## config.mk

```make
export PLATFORM = sky130hd
export DESIGN_NAME = tft_call_sched
export DESIGN_NICKNAME = d
export VERILOG_FILES = /design/src/rtl/tft_call_sched_pkg.sv /design/src/rtl/tft_call_sched_rr_pick.sv /design/src/rtl/tft_call_sched.sv
export SDC_FILE = /design/constraint.sdc
export NUM_CORES = 1
export LEC_CHECK = 0
export ABC_AREA = 1
export ABC_CLOCK_PERIOD_IN_PS = 7100
export CAP_MARGIN = 15
export CORE_MARGIN = 8
export CORE_UTILIZATION = 40
export CTS_CLUSTER_DIAMETER = 50
export CTS_CLUSTER_SIZE = 40
export DETAILED_ROUTE_END_ITERATION = 8
export PLACE_DENSITY = 0.79
export SLEW_MARGIN = 30
export SYNTH_ARGS = -nofsm -noshare
export SYNTH_HDL_FRONTEND = slang
export SYNTH_SLANG_ARGS = --single-unit
```

## constraint.sdc

```tcl
create_clock -name clk_i -period 7.1 [get_ports clk_i]
set_input_delay 1.42 -clock clk_i [delete_from_list [all_inputs] [get_ports clk_i]]
set_output_delay 1.42 -clock clk_i [all_outputs]
set_load 0.1 [all_outputs]
```

## src/rtl/tft_call_sched_pkg.sv

```systemverilog
// ---------------------------------------------------------------------------
// tft_call_sched_pkg
// Shared definitions for the TFT call scheduler: the one-hot call encodings
// understood by the TFT base module, the scheduler state type and a helper
// that reduces a (possibly multi-hot) call vector to a single legal call.
// ---------------------------------------------------------------------------
package tft_call_sched_pkg;

    localparam logic [2:0] CALL_NONE  = 3'b000;
    localparam logic [2:0] CALL_INIT  = 3'b001;
    localparam logic [2:0] CALL_CLEAR = 3'b010;
    localparam logic [2:0] CALL_WRITE = 3'b100;

    typedef enum logic [2:0] {
        ST_INIT_ISSUE,
        ST_INIT_WAIT,
        ST_IDLE,
        ST_ISSUE,
        ST_WAIT,
        ST_GAP
    } schedState_t;

    // A requester may present more than one call bit; the lowest one wins so
    // the base module only ever sees a one-hot call.
    function automatic logic [2:0] lowestCall(input logic [2:0] callIn);
        if (callIn[0]) begin
            return CALL_INIT;
        end else if (callIn[1]) begin
            return CALL_CLEAR;
        end else if (callIn[2]) begin
            return CALL_WRITE;
        end else begin
            return CALL_NONE;
        end
    endfunction

endpackage

```

## src/rtl/tft_call_sched_rr_pick.sv

```systemverilog
// ---------------------------------------------------------------------------
// tft_call_sched_rr_pick
// Combinational round-robin pick: finds the first requester with req set,
// searching upward from the pointer and wrapping around.
// Ports:
//   req_i    NREQ  request vector, one bit per requester
//   ptr_i    PW    index where the search starts
//   grant_o  NREQ  one-hot winner (all zero when nobody requests)
//   index_o  PW    binary index of the winner
//   valid_o  1     a winner was found
// ---------------------------------------------------------------------------
module tft_call_sched_rr_pick
    import tft_call_sched_pkg::*;
#(
    parameter int NREQ = 3,
    parameter int PW   = $clog2(NREQ)
) (
    input  logic [NREQ-1:0] req_i,
    input  logic [PW-1:0]   ptr_i,
    output logic [NREQ-1:0] grant_o,
    output logic [PW-1:0]   index_o,
    output logic            valid_o
);

    logic [PW:0]   sum;
    logic [PW-1:0] idx;

    // Walk the NREQ candidate positions in priority order starting at the
    // pointer; the extra sum bit lets the wrap be a single subtraction.
    always_comb begin
        grant_o = '0;
        index_o = '0;
        valid_o = 1'b0;
        sum     = '0;
        idx     = '0;
        for (int i = 0; i < NREQ; i++) begin
            sum = {1'b0, ptr_i} + (PW+1)'(i);
            if (sum >= (PW+1)'(NREQ)) begin
                sum = sum - (PW+1)'(NREQ);
            end
            idx = sum[PW-1:0];
            if (!valid_o && req_i[idx]) begin
                valid_o      = 1'b1;
                grant_o[idx] = 1'b1;
                index_o      = idx;
            end
        end
    end

endmodule

```

## src/rtl/tft_call_sched.sv

```systemverilog
// ---------------------------------------------------------------------------
// tft_call_sched
// Scheduler in front of the TFT base module. After reset it optionally runs
// the panel INIT call, then shares the base module among NREQ requesters
// with round-robin arbitration, one call in flight at a time. A watchdog
// aborts calls whose completion never arrives.
// Ports:
//   clk_i       1        system clock
//   rst_i       1        asynchronous reset, active high
//   call_i      3*NREQ   per-requester one-hot call {WRITE,CLEAR,INIT}
//   data_i      32*NREQ  per-requester call argument
//   done_o      NREQ     one-cycle completion pulse per requester
//   grant_o     NREQ     one-hot owner of the base module
//   busy_o      1        a call (including init) is in flight
//   initDone_o  1        init call has completed (or is disabled)
//   timeout_o   1        one-cycle pulse when the watchdog aborts a call
//   tftCall_o   3        registered call to the base module
//   tftData_o   32       registered argument to the base module
//   tftDone_i   1        completion pulse from the base module
// ---------------------------------------------------------------------------
module tft_call_sched
    import tft_call_sched_pkg::*;
#(
    parameter int NREQ      = 3,
    parameter int AUTO_INIT = 1,
    parameter int TIMEOUT   = 1048576
) (
    input  logic               clk_i,
    input  logic               rst_i,
    input  logic [3*NREQ-1:0]  call_i,
    input  logic [32*NREQ-1:0] data_i,
    output logic [NREQ-1:0]    done_o,
    output logic [NREQ-1:0]    grant_o,
    output logic               busy_o,
    output logic               initDone_o,
    output logic               timeout_o,
    output logic [2:0]         tftCall_o,
    output logic [31:0]        tftData_o,
    input  logic               tftDone_i
);

    localparam int PW  = $clog2(NREQ);
    localparam int WDW = $clog2(TIMEOUT + 1);
    localparam logic [WDW-1:0] WD_LAST = WDW'(TIMEOUT - 1);

    schedState_t     state_q;
    logic [PW-1:0]   rrPtr_q;
    logic [PW-1:0]   owner_q;
    logic [NREQ-1:0] ownerOh_q;
    logic [WDW-1:0]  wdog_q;
    logic [2:0]      tftCall_q;
    logic [31:0]     tftData_q;
    logic [NREQ-1:0] grant_q;
    logic [NREQ-1:0] done_q;
    logic            busy_q;
    logic            initDone_q;
    logic            timeout_q;

    logic [2:0]      callSlice [NREQ];
    logic [31:0]     dataSlice [NREQ];
    logic [NREQ-1:0] reqVec;
    logic [NREQ-1:0] pickGrant;
    logic [PW-1:0]   pickIdx;
    logic            pickValid;

    // Split the flat requester buses into per-requester views.
    always_comb begin
        reqVec = '0;
        for (int k = 0; k < NREQ; k++) begin
            callSlice[k] = call_i[3*k +: 3];
            dataSlice[k] = data_i[32*k +: 32];
            reqVec[k]    = |call_i[3*k +: 3];
        end
    end

    tft_call_sched_rr_pick #(
        .NREQ (NREQ),
        .PW   (PW)
    ) u_pick (
        .req_i   (reqVec),
        .ptr_i   (rrPtr_q),
        .grant_o (pickGrant),
        .index_o (pickIdx),
        .valid_o (pickValid)
    );

    // Scheduler FSM with all outputs registered. done/timeout are pulses, so
    // they default low every cycle and are raised only on the exit edge.
    // The owner is chosen in IDLE, but its call and data are captured one
    // cycle later in ISSUE; the requester holds them until its done pulse.
    always_ff @(posedge clk_i or posedge rst_i) begin
        if (rst_i) begin
            state_q    <= (AUTO_INIT != 0) ? ST_INIT_ISSUE : ST_IDLE;
            rrPtr_q    <= '0;
            owner_q    <= '0;
            ownerOh_q  <= '0;
            wdog_q     <= '0;
            tftCall_q  <= CALL_NONE;
            tftData_q  <= '0;
            grant_q    <= '0;
            done_q     <= '0;
            busy_q     <= 1'b0;
            initDone_q <= (AUTO_INIT == 0);
            timeout_q  <= 1'b0;
        end else begin
            done_q    <= '0;
            timeout_q <= 1'b0;
            case (state_q)
                ST_INIT_ISSUE: begin
                    tftCall_q <= CALL_INIT;
                    tftData_q <= '0;
                    busy_q    <= 1'b1;
                    wdog_q    <= '0;
                    state_q   <= ST_INIT_WAIT;
                end
                ST_INIT_WAIT: begin
                    if (tftDone_i) begin
                        tftCall_q  <= CALL_NONE;
                        initDone_q <= 1'b1;
                        state_q    <= ST_GAP;
                    end else if (wdog_q == WD_LAST) begin
                        // initDone stays low, so GAP loops back for a retry.
                        tftCall_q <= CALL_NONE;
                        timeout_q <= 1'b1;
                        state_q   <= ST_GAP;
                    end else begin
                        wdog_q <= wdog_q + 1'b1;
                    end
                end
                ST_IDLE: begin
                    if (initDone_q && pickValid) begin
                        owner_q   <= pickIdx;
                        ownerOh_q <= pickGrant;
                        state_q   <= ST_ISSUE;
                    end
                end
                ST_ISSUE: begin
                    tftCall_q <= lowestCall(callSlice[owner_q]);
                    tftData_q <= dataSlice[owner_q];
                    grant_q   <= ownerOh_q;
                    busy_q    <= 1'b1;
                    wdog_q    <= '0;
                    state_q   <= ST_WAIT;
                end
                ST_WAIT: begin
                    // A completion arriving on the expiry cycle wins, so no
                    // timeout is flagged; the requester gets done either way.
                    if (tftDone_i || (wdog_q == WD_LAST)) begin
                        tftCall_q <= CALL_NONE;
                        done_q    <= grant_q;
                        grant_q   <= '0;
                        timeout_q <= !tftDone_i;
                        rrPtr_q   <= (owner_q == PW'(NREQ - 1)) ? '0 : owner_q + 1'b1;
                        state_q   <= ST_GAP;
                    end else begin
                        wdog_q <= wdog_q + 1'b1;
                    end
                end
                ST_GAP: begin
                    busy_q  <= 1'b0;
                    state_q <= initDone_q ? ST_IDLE : ST_INIT_ISSUE;
                end
                default: begin
                    state_q <= ST_IDLE;
                end
            endcase
        end
    end

    assign done_o     = done_q;
    assign grant_o    = grant_q;
    assign busy_o     = busy_q;
    assign initDone_o = initDone_q;
    assign timeout_o  = timeout_q;
    assign tftCall_o  = tftCall_q;
    assign tftData_o  = tftData_q;

endmodule

```

---- After elaboration in Yosys (flattened, before gate mapping) ----
Index checks and enable logic that the tools add are counted.
word-level totals
  flip-flop bits (word level) ............. 75
  input port bits ......................... 108
  word-level logic and storage cells ...... 129
cells by class
  $add $sub $neg .......................... 7
  order comparisons ....................... 10
  equality and inequality tests ........... 13
  multiplexer cells ....................... 57
  bitwise operators ....................... 3
  reduce and logical (&&, ||, !) cells .... 27
operators with widths
  cell                     count
  $bmux W32 S2             1
  $mux W32                 2
  $pmux W32 S2             1
  $mux W21                 3
  $pmux W21 S3             1
  $mux W3                  17
  $add A21 B1 Y21 const B  1
  $eq A21 B20 Y1 const B   1
  $pmux W3 S6              1
  $mux W2                  8
  $mux W1                  12
  $pmux W3 S4              1
  $ne A2 B2 Y1 const B     5
  $lt A2 B3 Y1 const B     3
  $reduce_or A3 Y1         3
  $reduce_and A2 Y1        4
  $bmux W1 S2              3
  $bmux W3 S2              1
  $demux W1 S2             3
  $eq A3 B2 Y1 const B     2
  $eq A3 B3 Y1 const B     2
  $ge A2 B1 Y1 const B     3
  $ge A3 B2 Y1 const B     2
  $logic_and A1 B1 Y1      6
  other kinds (22)         31

---- Longest topological paths before layout ----
  depth after elaboration ................. 14
  gate-level depth with buffers ........... 13
  depth with buffers taken out ............ 12

---- Cells and area by module ----
From an unflattened synthesis, not the netlist that was laid out.
unflattened totals
  cell total of the unflattened synthesis .. 617
  area total of the unflattened synthesis .. 4,500.6 um^2
by module, submodules not included
  module                  times used  cells an instance  area each (um^2)  sequential area each (um^2)
  tft_call_sched          1           553                4,167.7           1,876.8
  tft_call_sched_rr_pick  1           64                 332.8             0.0

---- Least setup slack after synthesis ----
OpenSTA, ideal clock, no wires.
  path kind ............................... input -> register
  from .................................... input port call_i[7]
  to ...................................... register ownerOh_q[1]
  setup time .............................. 0.118 ns
  data arrival time ....................... 2.344 ns
  data required time ...................... 6.982 ns
  slack ................................... 4.638 ns
  cell stages on the path ................. 10
  buffers on the path ..................... 0
  path through ............................ nor2_1 > nand2_1 > nand3_1 > nand2_1 > inv_1 > nand3_1 > nand3_1 > inv_1 > nand2_1 > nand2_1
between the ends
  word-level cells in the longest chain between the ends .. 12
  elaborated cells on any way between the ends .. 21
  classes of those cells .................. mux (12); bitwise (2); reduce/logical (7)
ends and longest elaborated chain
  what                                line                          source
  start: declaration                  tft_call_sched.sv:30          input logic [3*NREQ-1:0] call_i,
  $reduce_or A3 Y1 (*)                tft_call_sched.sv:72          reqVec[k] = |call_i[3*k +: 3];
  $bmux W1 S2                         tft_call_sched_rr_pick.sv:42  if (!valid_o && req_i[idx]) begin
  $mux W1 (not written as such)       tft_call_sched_rr_pick.sv:42
  $mux W1                             tft_call_sched_rr_pick.sv:42
  $logic_not A1 Y1                    tft_call_sched_rr_pick.sv:42
  $logic_and A1 B1 Y1                 tft_call_sched_rr_pick.sv:42
  $mux W1                             tft_call_sched_rr_pick.sv:42
  $logic_not A1 Y1                    tft_call_sched_rr_pick.sv:42
  $logic_and A1 B1 Y1                 tft_call_sched_rr_pick.sv:42
  $mux W1                             tft_call_sched_rr_pick.sv:42
  $logic_and A1 B1 Y1                 tft_call_sched.sv:131         if (initDone_q && pickValid) begin
  $reduce_and A2 Y1 (no source line)  --
  end signal: assignment              tft_call_sched.sv:133         ownerOh_q <= pickGrant;
  end: declaration                    tft_call_sched.sv:49          logic [NREQ-1:0] ownerOh_q;
Mark *: on every way between the ends. The rest lies on a longest branch, timed or not. The select of a mux whose other input is x is not followed.
A chain may end at the register's enable or synchronous reset.

---- Worst setup path after layout ----
  from .................................... register initDone_q (netlist: initDone_o)
  to ...................................... output port initDone_o
RTL lines
  what                      line                   source
  start: declaration        tft_call_sched.sv:56   logic initDone_q;
  start signal: assignment  tft_call_sched.sv:103  initDone_q <= (AUTO_INIT == 0);
  end: declaration          tft_call_sched.sv:35   output logic initDone_o,
No word-level cell between the ends.

==> impl_metrics.csv <==
group,metric,value,unit
sta,fin_crit_sh,46.62,%
grt,grt_max_degree,76,
sta,max_freq,302.1,MHz
worst_setup_path,crit_chain,"clkdlybuf4s50_1",
grt,grt_use_met2,32.68,%
sta,period_minus_slack,3.310,ns
synthesis,synthSimpleGateAreaFrac,37.64,%
cts,htreeDepth,3,
synthesis,avgSynthCellArea,7.192,um2
sta,hold_viol,0,
place,dp_hpwl,10.36,mm
cts,clock-sinks,75,
cts,clock_latency,0.34,ns
cells_and_area,layout_common_cells,"nand2_1, clkdlybuf4s50_1, dfrtp_1",
grt,grt_pass1_wl,22.25,mm
worst_setup_path,r2r_start,"wdog_q[0]",
grt,grt_pass1_vias,4807,
run,maxCapViolCount,0,
grt,use_met3,6.096,%
synthesis,ys_async_sr_fraction,100.0,%
cts,root_buffer,"clkbuf_8",
cts,cts-resized-gates,0,
synthesis,synth_ff_type,"dfrtp_1",
worst_setup_path,critical_path.max_fanout,4,
routing,detail_route.first_pass.iterations,6,
cells_and_area,n_fill_cell,960,
sta,skew,0.007882,ns
worst_setup_path,crit_type,"register to primary output",
routing,drt_iter0_markers,302,
place,port_buffers,151,
pwr,p_leak,2.938,nW
grt,use_met1,19.99,%
floorplanning,rows,38,
grt,grt_overflow,0,
cts,clkTransAtPathRegs,0.07,ns
cells_and_area,layout_commonest_cell,"nand2_1",
cells_and_area,finalNonFillerCells,898,
hold_path,min_path_type,"register to register",
place,placedCellCount,884,
synthesis,synthAdderAreaFrac,1.421,%
worst_setup_path,crit_path_max_incr_delay,1.15,ns
floorplanning,start_util,40.78,%
cts,cts_hold_buf,0,
grt,grt_usage,18.63,%
synthesis,yosysSeqAreaShare,42.64,%
synthesis,ys.warnings.count,0,
cells_and_area,nNetsFinal,868,
routing,routed_wl,13.23,mm
synthesis,syn_nets,725,
floorplanning,die-width,120.9,um
place,gp_congestion,0.9283,
routing,drc_errors,0,
sta,max_slew.worst_pin.slew,1.023,ns
synthesis,synth_compound_area_share,9.096,%
routing,vias_per_cell,5.069,
floorplanning,design.portCount,152,
worst_setup_path,worst-path-buf-inv,1,
hold_path,min_path_cells,2,
cts,cts_buffer_depth,2,
worst_setup_path,r2r_cells,12,
synthesis,synthXorXnorAreaFrac,2.388,%
synthesis,synthMuxAreaShare,0,%
routing,wl_per_cell,14.73,um
cts,cts_tree,"built",
sta,setup_viol,0,
synthesis,netlist_area,0.004402,mm2
sta,rsz0062_at_grt,"false",
cells_and_area,drive_above_1_share,5.013,%
worst_setup_path,cp.required,5.68,ns
floorplanning,die_h,120.9,um
worst_setup_path,cp-start-kind,"register",
floorplanning,coreArea,0.01079,mm2
worst_setup_path,r2r_slack,4.70,ns
pwr,ir_worst_vdd,0.0002096,V
run_status,status,"finished, final reports clean",
hold_path,min_from,"tftCall_o[2]",
floorplanning,fp.dieArea,0.01462,mm2
worst_setup_path,rr_endpoint,"wdog_q[16]",
worst_setup_path,path_delay_family,"buffers and inverters",
sta,drv_slew,0,
cts,cts_setup_buffers,0,
routing,vias,4552,
worst_setup_path,critical_path_arrival,1.89,ns
cells_and_area,num_antenna_cells,0,
worst_setup_path,cp_slowest_cell,"clkdlybuf4s50_1",
pwr,power.density,384.6,mW/mm2
synthesis,synth-edff-count,0,
grt,top_usage_layer,"met2",
synthesis,synth_top_family_by_area,"simple AND/OR/NAND/NOR gates",
grt,antenna_found_initial,0,
synthesis,netlist-cell-type-count,33,
sta,slew-limit-headroom,31.60,%
cells_and_area,syn_to_final_growth,40.88,%
worst_setup_path,end_kind,"primary output",
sta,tns,0,ns
synthesis,syn_inst,612,
synthesis,ys_ff_latch,75,
routing,ant_nets,0,
cts,cts_buffers,9,
hold_path,hold_end,"tftCall_o[2]",
[registers in the layout, indices dropped and copies added (netlist names), 3 cells and up]
signal / cells
tftData_o: 32
ownerOh_q: 3
done_o: 3
wdog_q: 21
tftCall_o: 3
state_q: 3
grant_o: 3
[worst max path at each step]
stage / slack [ns] / depth (start not counted) / startpoint / to
2_1_floorplan: 3.77 / 1 / rst_i / busy_o
3_3_place_gp: 4.01 / 8 / tftDone_i / wdog_q[16]
5_1_grt: 3.72 / 1 / initDone_o / initDone_o
3_5_place_dp: 3.92 / 6 / tftDone_i / wdog_q[16]
4_1_cts: 3.76 / 1 / initDone_o / initDone_o
6_report: 3.79 / 1 / initDone_o / initDone_o
[synthesized netlist by cell type (all sizes together) (2+ instances only)]
cell | count | area, um2
clkinv | 3 | 12.51
nor2 | 52 | 205.2
nand4 | 3 | 25.02
buf | 6 | 55.05
clkbuf | 16 | 60.06
xor2 | 10 | 87.58
a22o | 32 | 280.3
o211ai | 2 | 15.01
a21oi | 5 | 28.78
inv | 46 | 172.7
dfrtp | 75 | 1877
ha | 5 | 62.56
nand2 | 260 | 998.5
nor3 | 13 | 80.08
nand3 | 67 | 340.3
xnor2 | 2 | 17.52
o21ai | 11 | 55.05
[area by class of cell]
cell class              count  area (um2)  share of cell area [%]
well taps                 140       175.2                   2.825
clock buffers              12       145.1                   2.341
repair buffers            154        1533                   24.72
multi-input cells         466        2248                   36.26
clock inverters             2       37.54                  0.6053
inverters                  49       185.2                   2.986
flip-flops and latches     75        1877                   30.27
[layer usage]
| metal | up-vias | share of wire (%) |
|---|---|---|
| li1 | 2242 | - |
| met1 | 2070 | 39 |
| met2 | 213 | 49 |
| met3 | 27 | 9.1 |
| met4 | 0 | 2.8 |
| met5 | - | 0 |
[report_power, final]
| group | switching (mW) | internal, mW | leakage, nW | total [mW] |
|---|---|---|---|---|
| clock | 0.144 | 0.168 | 0.0885 | 0.312 |
| sequential | 0.0807 | 0.528 | 1.00 | 0.608 |
| combinational | 1.06 | 0.405 | 1.85 | 1.46 |
[cells by family (layout without fill, tap and decap cells)]
kind of cell	after synthesis	in the layout
AOI/OAI and AO/OA	53	53
DFF	75	75
buffers and inverters	71	217
xor gates and xnor gates	12	12
and+or+nand+nor	396	396
adders and majority gates	5	5
[worst reg2reg max path, delay by kind of cell, from the launching register on]
kind / cells / cell delay, ns
flops: 1 / 0.46
simple gates: 9 / 1.42
buf+inv: 2 / 0.15
fa+ha+maj: 1 / 0.31
[metrics by stage]
stage / power (mW) / hold WS [ns] / util, % / setup WS [ns] / area, um2
floorplan: 1.712 / 0.4492 / - / 3.770 / 4402
global placement: 2.032 / 0.4613 / 55.66 / 4.010 / 6007
detailed placement: 2.073 / 0.4696 / 55.66 / 3.916 / 6007
CTS: 2.390 / 0.4929 / 57.35 / 3.759 / 6190
global route: 2.540 / 0.5139 / 57.45 / 3.718 / 6201
finish: 2.385 / 0.4844 / 57.45 / 3.790 / 6201
(Power assumes the default switching activity.)
